--- config.mk ---
export PLATFORM = sky130hd
export DESIGN_NAME = lsu_mem_master_flat
export DESIGN_NICKNAME = d
export VERILOG_FILES = /design/src/rtl/lsu_mem_master_if.sv /design/src/rtl/lsu_mem_master.sv /design/src/flat_wrapper.sv
export SDC_FILE = /design/constraint.sdc
export NUM_CORES = 1
export LEC_CHECK = 0
export CAP_MARGIN = 5
export CORE_ASPECT_RATIO = 1.5
export CORE_MARGIN = 5
export CORE_UTILIZATION = 30
export DETAILED_ROUTE_END_ITERATION = 8
export PLACE_DENSITY = 0.58
export SYNTH_ARGS = -nofsm -noshare
export SYNTH_HDL_FRONTEND = slang
export SYNTH_SLANG_ARGS = --single-unit
--- constraint.sdc ---
create_clock -name clk -period 2.55 [get_ports clk]
set_input_delay 0.51 -clock clk [delete_from_list [all_inputs] [get_ports clk]]
set_output_delay 0.51 -clock clk [all_outputs]
set_load 0.02 [all_outputs]
--- src/rtl/lsu_mem_master_if.sv ---
// Core request/response channel and data-memory channel of the load/store initiator.
// master = the initiator itself; slave = the core + memory environment around it.
interface lsu_mem_master_if;
  logic        req_valid;
  logic        req_ready;
  logic        req_is_store;
  logic [2:0]  req_funct3;
  logic [63:0] req_addr;
  logic [63:0] req_store_data;
  logic        resp_valid;
  logic [63:0] resp_data;
  logic        resp_fault;
  logic [63:0] mem_address;
  logic [63:0] mem_write_data;
  logic        mem_write;
  logic        mem_read;
  logic [63:0] mem_read_data;

  modport master (
    input  req_valid, req_is_store, req_funct3, req_addr, req_store_data, mem_read_data,
    output req_ready, resp_valid, resp_data, resp_fault,
           mem_address, mem_write_data, mem_write, mem_read
  );

  modport slave (
    output req_valid, req_is_store, req_funct3, req_addr, req_store_data, mem_read_data,
    input  req_ready, resp_valid, resp_data, resp_fault,
           mem_address, mem_write_data, mem_write, mem_read
  );
endinterface

--- src/rtl/lsu_mem_master.sv ---
// RV64 load/store initiator: one request at a time against a 64-bit word-indexed memory,
// read-modify-write for sub-word stores, sign/zero extension for loads.
//
// state | meaning
// IDLE  | ready; accept request, detect faults
// RD    | read addressed doubleword (load data or RMW old value)
// WR    | write doubleword (full sd or merged sub-word)
// RESP  | one-cycle response pulse
module lsu_mem_master #(
  parameter int MEM_DEPTH = 256
) (
  input logic              clk,
  input logic              reset,
  lsu_mem_master_if.master bus
);

  typedef enum logic [1:0] {IDLE, RD, WR, RESP} state_t;

  state_t      state_q, state_d;
  logic        is_store_q;
  logic [2:0]  funct3_q;
  logic [2:0]  lane_q;
  logic [63:0] store_data_q;
  logic [63:0] mem_address_q;
  logic [63:0] mem_write_data_q;
  logic [63:0] resp_data_q;
  logic        resp_fault_q;

  logic        illegal;
  logic        misaligned;
  logic        out_of_range;
  logic        fault;
  logic        is_sd;
  logic [5:0]  shamt;
  logic [63:0] rd_shifted;
  logic [63:0] load_ext;
  logic [63:0] size_mask;
  logic [63:0] merged;

  // Fault decode works on the live request so a bad access never leaves IDLE toward memory.
  always_comb begin
    illegal = bus.req_is_store ? bus.req_funct3[2] : (bus.req_funct3 == 3'b111);
    case (bus.req_funct3[1:0])
      2'b01:   misaligned = bus.req_addr[0];
      2'b10:   misaligned = (bus.req_addr[1:0] != 2'b00);
      2'b11:   misaligned = (bus.req_addr[2:0] != 3'b000);
      default: misaligned = 1'b0;
    endcase
    out_of_range = (bus.req_addr >> 3) >= 64'(MEM_DEPTH);
    fault        = illegal | misaligned | out_of_range;
    is_sd        = bus.req_is_store && (bus.req_funct3[1:0] == 2'b11);
  end

  always_comb begin
    shamt      = {lane_q, 3'b000};
    rd_shifted = bus.mem_read_data >> shamt;
    case (funct3_q)
      3'b000:  load_ext = {{56{rd_shifted[7]}}, rd_shifted[7:0]};
      3'b001:  load_ext = {{48{rd_shifted[15]}}, rd_shifted[15:0]};
      3'b010:  load_ext = {{32{rd_shifted[31]}}, rd_shifted[31:0]};
      3'b100:  load_ext = {56'd0, rd_shifted[7:0]};
      3'b101:  load_ext = {48'd0, rd_shifted[15:0]};
      3'b110:  load_ext = {32'd0, rd_shifted[31:0]};
      default: load_ext = rd_shifted;
    endcase
    case (funct3_q[1:0])
      2'b00:   size_mask = 64'h0000_0000_0000_00FF;
      2'b01:   size_mask = 64'h0000_0000_0000_FFFF;
      2'b10:   size_mask = 64'h0000_0000_FFFF_FFFF;
      default: size_mask = 64'hFFFF_FFFF_FFFF_FFFF;
    endcase
    merged = (bus.mem_read_data & ~(size_mask << shamt)) | ((store_data_q & size_mask) << shamt);
  end

  always_comb begin
    state_d        = state_q;
    bus.req_ready  = 1'b0;
    bus.mem_read   = 1'b0;
    bus.mem_write  = 1'b0;
    bus.resp_valid = 1'b0;
    case (state_q)
      IDLE: begin
        bus.req_ready = 1'b1;
        if (bus.req_valid) begin
          if (fault)      state_d = RESP;
          else if (is_sd) state_d = WR;
          else            state_d = RD;
        end
      end
      RD: begin
        bus.mem_read = 1'b1;
        state_d      = is_store_q ? WR : RESP;
      end
      WR: begin
        bus.mem_write = 1'b1;
        state_d       = RESP;
      end
      default: begin
        bus.resp_valid = 1'b1;
        state_d        = IDLE;
      end
    endcase
  end

  always_ff @(posedge clk) begin
    if (reset) state_q <= IDLE;
    else       state_q <= state_d;
  end

  // Response fields change only on entry to RESP so they hold between responses.
  always_ff @(posedge clk) begin
    if (reset) begin
      is_store_q       <= 1'b0;
      funct3_q         <= 3'b000;
      lane_q           <= 3'b000;
      store_data_q     <= 64'd0;
      mem_address_q    <= 64'd0;
      mem_write_data_q <= 64'd0;
      resp_data_q      <= 64'd0;
      resp_fault_q     <= 1'b0;
    end else begin
      case (state_q)
        IDLE: begin
          if (bus.req_valid) begin
            is_store_q   <= bus.req_is_store;
            funct3_q     <= bus.req_funct3;
            lane_q       <= bus.req_addr[2:0];
            store_data_q <= bus.req_store_data;
            if (fault) begin
              resp_data_q  <= 64'd0;
              resp_fault_q <= 1'b1;
            end else begin
              mem_address_q <= bus.req_addr >> 3;
              if (is_sd) mem_write_data_q <= bus.req_store_data;
            end
          end
        end
        RD: begin
          if (is_store_q) begin
            mem_write_data_q <= merged;
          end else begin
            resp_data_q  <= load_ext;
            resp_fault_q <= 1'b0;
          end
        end
        WR: begin
          resp_data_q  <= 64'd0;
          resp_fault_q <= 1'b0;
        end
        default: ;
      endcase
    end
  end

  assign bus.mem_address    = mem_address_q;
  assign bus.mem_write_data = mem_write_data_q;
  assign bus.resp_data      = resp_data_q;
  assign bus.resp_fault     = resp_fault_q;

endmodule

--- src/flat_wrapper.sv ---
// flat-port wrapper written by rule: the top's interface ports become plain ports
module lsu_mem_master_flat 
#(
  parameter int MEM_DEPTH = 256
)
  (clk, reset, bus_req_valid, bus_req_is_store, bus_req_funct3, bus_req_addr, bus_req_store_data, bus_mem_read_data, bus_req_ready, bus_resp_valid, bus_resp_data, bus_resp_fault, bus_mem_address, bus_mem_write_data, bus_mem_write, bus_mem_read);
  lsu_mem_master_if bus_i ();
  input logic clk;
  input logic reset;
  input wire logic [$bits(bus_i.req_valid)-1:0] bus_req_valid;
  input wire logic [$bits(bus_i.req_is_store)-1:0] bus_req_is_store;
  input wire logic [$bits(bus_i.req_funct3)-1:0] bus_req_funct3;
  input wire logic [$bits(bus_i.req_addr)-1:0] bus_req_addr;
  input wire logic [$bits(bus_i.req_store_data)-1:0] bus_req_store_data;
  input wire logic [$bits(bus_i.mem_read_data)-1:0] bus_mem_read_data;
  output wire logic [$bits(bus_i.req_ready)-1:0] bus_req_ready;
  output wire logic [$bits(bus_i.resp_valid)-1:0] bus_resp_valid;
  output wire logic [$bits(bus_i.resp_data)-1:0] bus_resp_data;
  output wire logic [$bits(bus_i.resp_fault)-1:0] bus_resp_fault;
  output wire logic [$bits(bus_i.mem_address)-1:0] bus_mem_address;
  output wire logic [$bits(bus_i.mem_write_data)-1:0] bus_mem_write_data;
  output wire logic [$bits(bus_i.mem_write)-1:0] bus_mem_write;
  output wire logic [$bits(bus_i.mem_read)-1:0] bus_mem_read;
  assign bus_i.req_valid = bus_req_valid;
  assign bus_i.req_is_store = bus_req_is_store;
  assign bus_i.req_funct3 = bus_req_funct3;
  assign bus_i.req_addr = bus_req_addr;
  assign bus_i.req_store_data = bus_req_store_data;
  assign bus_i.mem_read_data = bus_mem_read_data;
  assign bus_req_ready = bus_i.req_ready;
  assign bus_resp_valid = bus_i.resp_valid;
  assign bus_resp_data = bus_i.resp_data;
  assign bus_resp_fault = bus_i.resp_fault;
  assign bus_mem_address = bus_i.mem_address;
  assign bus_mem_write_data = bus_i.mem_write_data;
  assign bus_mem_write = bus_i.mem_write;
  assign bus_mem_read = bus_i.mem_read;
  lsu_mem_master #(.MEM_DEPTH(MEM_DEPTH)) u_core (.clk(clk), .reset(reset), .bus(bus_i));
endmodule
==> impl_results.md <==
* Status: finished, final reports clean
* Worst-Margin Slew at 673 ps
* Setup TNS at 0 ps
* Core area at 44,700 µm²
* Pwr Density at 758 nW/µm²
* FMAX at 401 MHz
* Num CTS Buffers at 27
* Final non-filler cell total at 2,738
* Pins over their slew limit at 0
* Reg clk slew, reported paths at 70 ps
* Fin util at 46.0%
* Synthesized instance count at 1,638
* CP Capture Type: primary output
* Placed cell count at 2,675
* GRT busiest layer: met2
* GRT overflow at 0
* Critical Path End: bus_resp_valid
* CTS H-tree lvls at 1
* GRT met3 Usage at 4.06%
* Clk_lat worst skew at 580 ps
* Filler Cells Inserted at 4,461
* Final Instance Area at 20,500 µm²
* Post-synth EDFFs at 0
* Wirelength per Cell at 25.2 µm
* Root Buffer: clkbuf_16
* Area delta synth->final at 52.0%
* Row count at 95
* HP Class: input port to flip-flop
* RSZ-0062 raised after global routing: yes
* Critical Path Start: u_core.state_q[1]
* Max-cap violations at 0
* Peak VDD IR at 0.499 mV
* Via count of the routed design at 15,100
* Worst Reg-to-Reg Cells at 7
* Async set-or-reset flop fraction in the synthesized netlist at 0%
* Commonest non-fill, non-tap cell in the layout: clkdlybuf4s50_1
* Reg2reg end: u_core.bus.mem_write_data[41]
* Reg2reg setup slack at 90 ps
* Count of final hold-check violations at 0
* Seq. cell area at 5270 µm²
* Grt met2 use at 45.3%
* Multi-input gate area at 7660 µm²
* Min Tclk post-route at 2490 ps
* Synth cell types at 66
* Die X at 183 µm
* Share of cells above drive strength 1 at 15.8%
* Seq cells post-synth at 263
* Worst hold slack at 238 ps
* 1st-pass router iterations at 7
* Clk sinks at 263
* Vias in the first global route at 14,900
* Most frequent cells in the layout: clkdlybuf4s50_1 (389), dfxtp_1 (260), nand2_1 (259)
* Origin of the critical flop-to-flop path: u_core.lane_q[1]
* Sequential-to-total area share from yosys stat at 39.0%
* Worst path required time at 2040 ps
* First-pass GRT wire length at 99,200 µm
* YS warnings at 0
* Startpoint types: flip-flop
* Routed Antenna Nets at 0
* Final Setup Violations at 0
* Port Buf Inserts at 392
* Pleak at 7.39 nW
* Crit Path Class: flip-flop to primary output
* CP arrival at 1980 ps
* Final wirelength at 69,100 µm
* Placed Area at 19,300 µm²
* Final nets at 2,337
* DR DRC count at 0
* Initial antenna violation count at 2
* Io pins at 396
* Met1 Use GR at 31.9%
* Drt via density at 5.50
* Chip height at 270 µm
* Fin crit share at 97.7%
* Layout Skew at 30.6 ps
* Clock Path Buffers at 3
* DP HPWL at 54,100 µm
* Slew margin rel. at 55.1%
* GR Util All Layers at 26.3%
* Mapped cell area at 13,500 µm²
* Crit path max fanout at 6
* DR iter-0 viols at 1,367
* Clock tree from TritonCTS: done
* Largest net degree at the start of global routing at 124
* Main flop type after synthesis: dfxtp_1
* Post-Syn Area per Cell at 8.25 µm²
* Initial core utilization at 30.2%
* Die area at 49,500 µm²
* Final RePlAce weighted congestion at 0.962
## worst max-delay path: stages (launching register included)
cell and delay [ps]:
dfxtp_1 340, buf_4 130, ha_1 260, clkdlybuf4s50_1 670
## flip-flops by register name, summed over array words and instances (netlist names)
signal	flops
u_core.bus.mem_address	61
u_core.bus.mem_write_data	64
u_core.bus.resp_data	64
u_core.bus.resp_fault	1
u_core.funct3_q	3
u_core.is_store_q	1
u_core.lane_q	3
u_core.state_q	2
u_core.store_data_q	64
## through the flow
step | setup slack [ps] | power (mW)
floorplan | 142 | 8.14
global placement | -746 | 11.0
detailed placement | -762 | 11.1
CTS | 49.9 | 15.5
global route | -27.0 | 16.2
finish | 58.3 | 15.6
## repair_timing
item / CTS / global route
resized for setup: 6 / 17
buffers inserted: 5 / 4
endpoints found under the hold margin: 0 / 0
hold buffers: 0 / 0
pin swaps: 2 / 4
setup endpoints to repair: 112 / 124
gates cloned: 1 / 2
## cell usage after synthesis, types with 24 or more instances
library cell | n | area share [%]
a221oi_1 | 33 | 2.1
a21oi_1 | 185 | 6.9
buf_2 | 28 | 1.0
dfxtp_1 | 263 | 39
clkbuf_1 | 96 | 2.7
nor2_1 | 119 | 3.3
o21ai_0 | 80 | 3.0
o2bb2ai_1 | 39 | 2.5
a22o_1 | 33 | 2.1
o22ai_1 | 32 | 1.5
nand3_1 | 24 | 0.89
a211oi_1 | 32 | 1.8
nand2_1 | 260 | 7.2
mux2i_1 | 65 | 4.8
and2_1 | 57 | 2.6
## how the worst min path moves through the flow
stage	start	endpoint	depth (start not counted)
3_3_place_gp	u_core.bus.mem_address[27]	u_core.bus.mem_address[27]	1
6_report	reset	u_core.lane_q[0]	2
3_5_place_dp	u_core.bus.mem_address[26]	u_core.bus.mem_address[26]	1
5_1_grt	reset	u_core.lane_q[0]	2
4_1_cts	reset	u_core.lane_q[0]	2
2_1_floorplan	u_core.store_data_q[56]	u_core.store_data_q[56]	2
## where the power goes
| group | internal (mW) | switching [mW] |
|---|---|---|
| sequential | 4.51 | 0.457 |
| combinational | 2.54 | 3.69 |
| clock | 2.61 | 1.77 |
## area by class of cell
type                            instances  area share [%]
Inverter                               25           0.457
Clock buffer                           37            3.91
Timing Repair Buffer                  610            28.2
Tap cell                              582            3.54
Antenna cell                            1          0.0122
Clock inverter                         13           0.895
Multi-Input combinational cell       1207            37.3
Sequential cell                       263            25.7
## metal layers
| metal | wire length (µm) | vias up | share of wire, % |
|---|---|---|---|
| li1 | - | 6972 | - |
| met1 | 26800 | 7259 | 39 |
| met2 | 34200 | 681 | 49 |
| met3 | 4390 | 139 | 6.4 |
| met4 | 3750 | 0 | 5.4 |
| met5 | 0 | - | 0 |
## logic make-up after synthesis
family	after synthesis	share of synthesized area (%)
simple gates	557	18.9
compound gates	544	26.9
flops	263	39.0
buf+inv	171	5.40
mux	98	9.43
fa+ha+maj	4	0.370
other cells	1	0.0277
(Power assumes the default switching activity.)
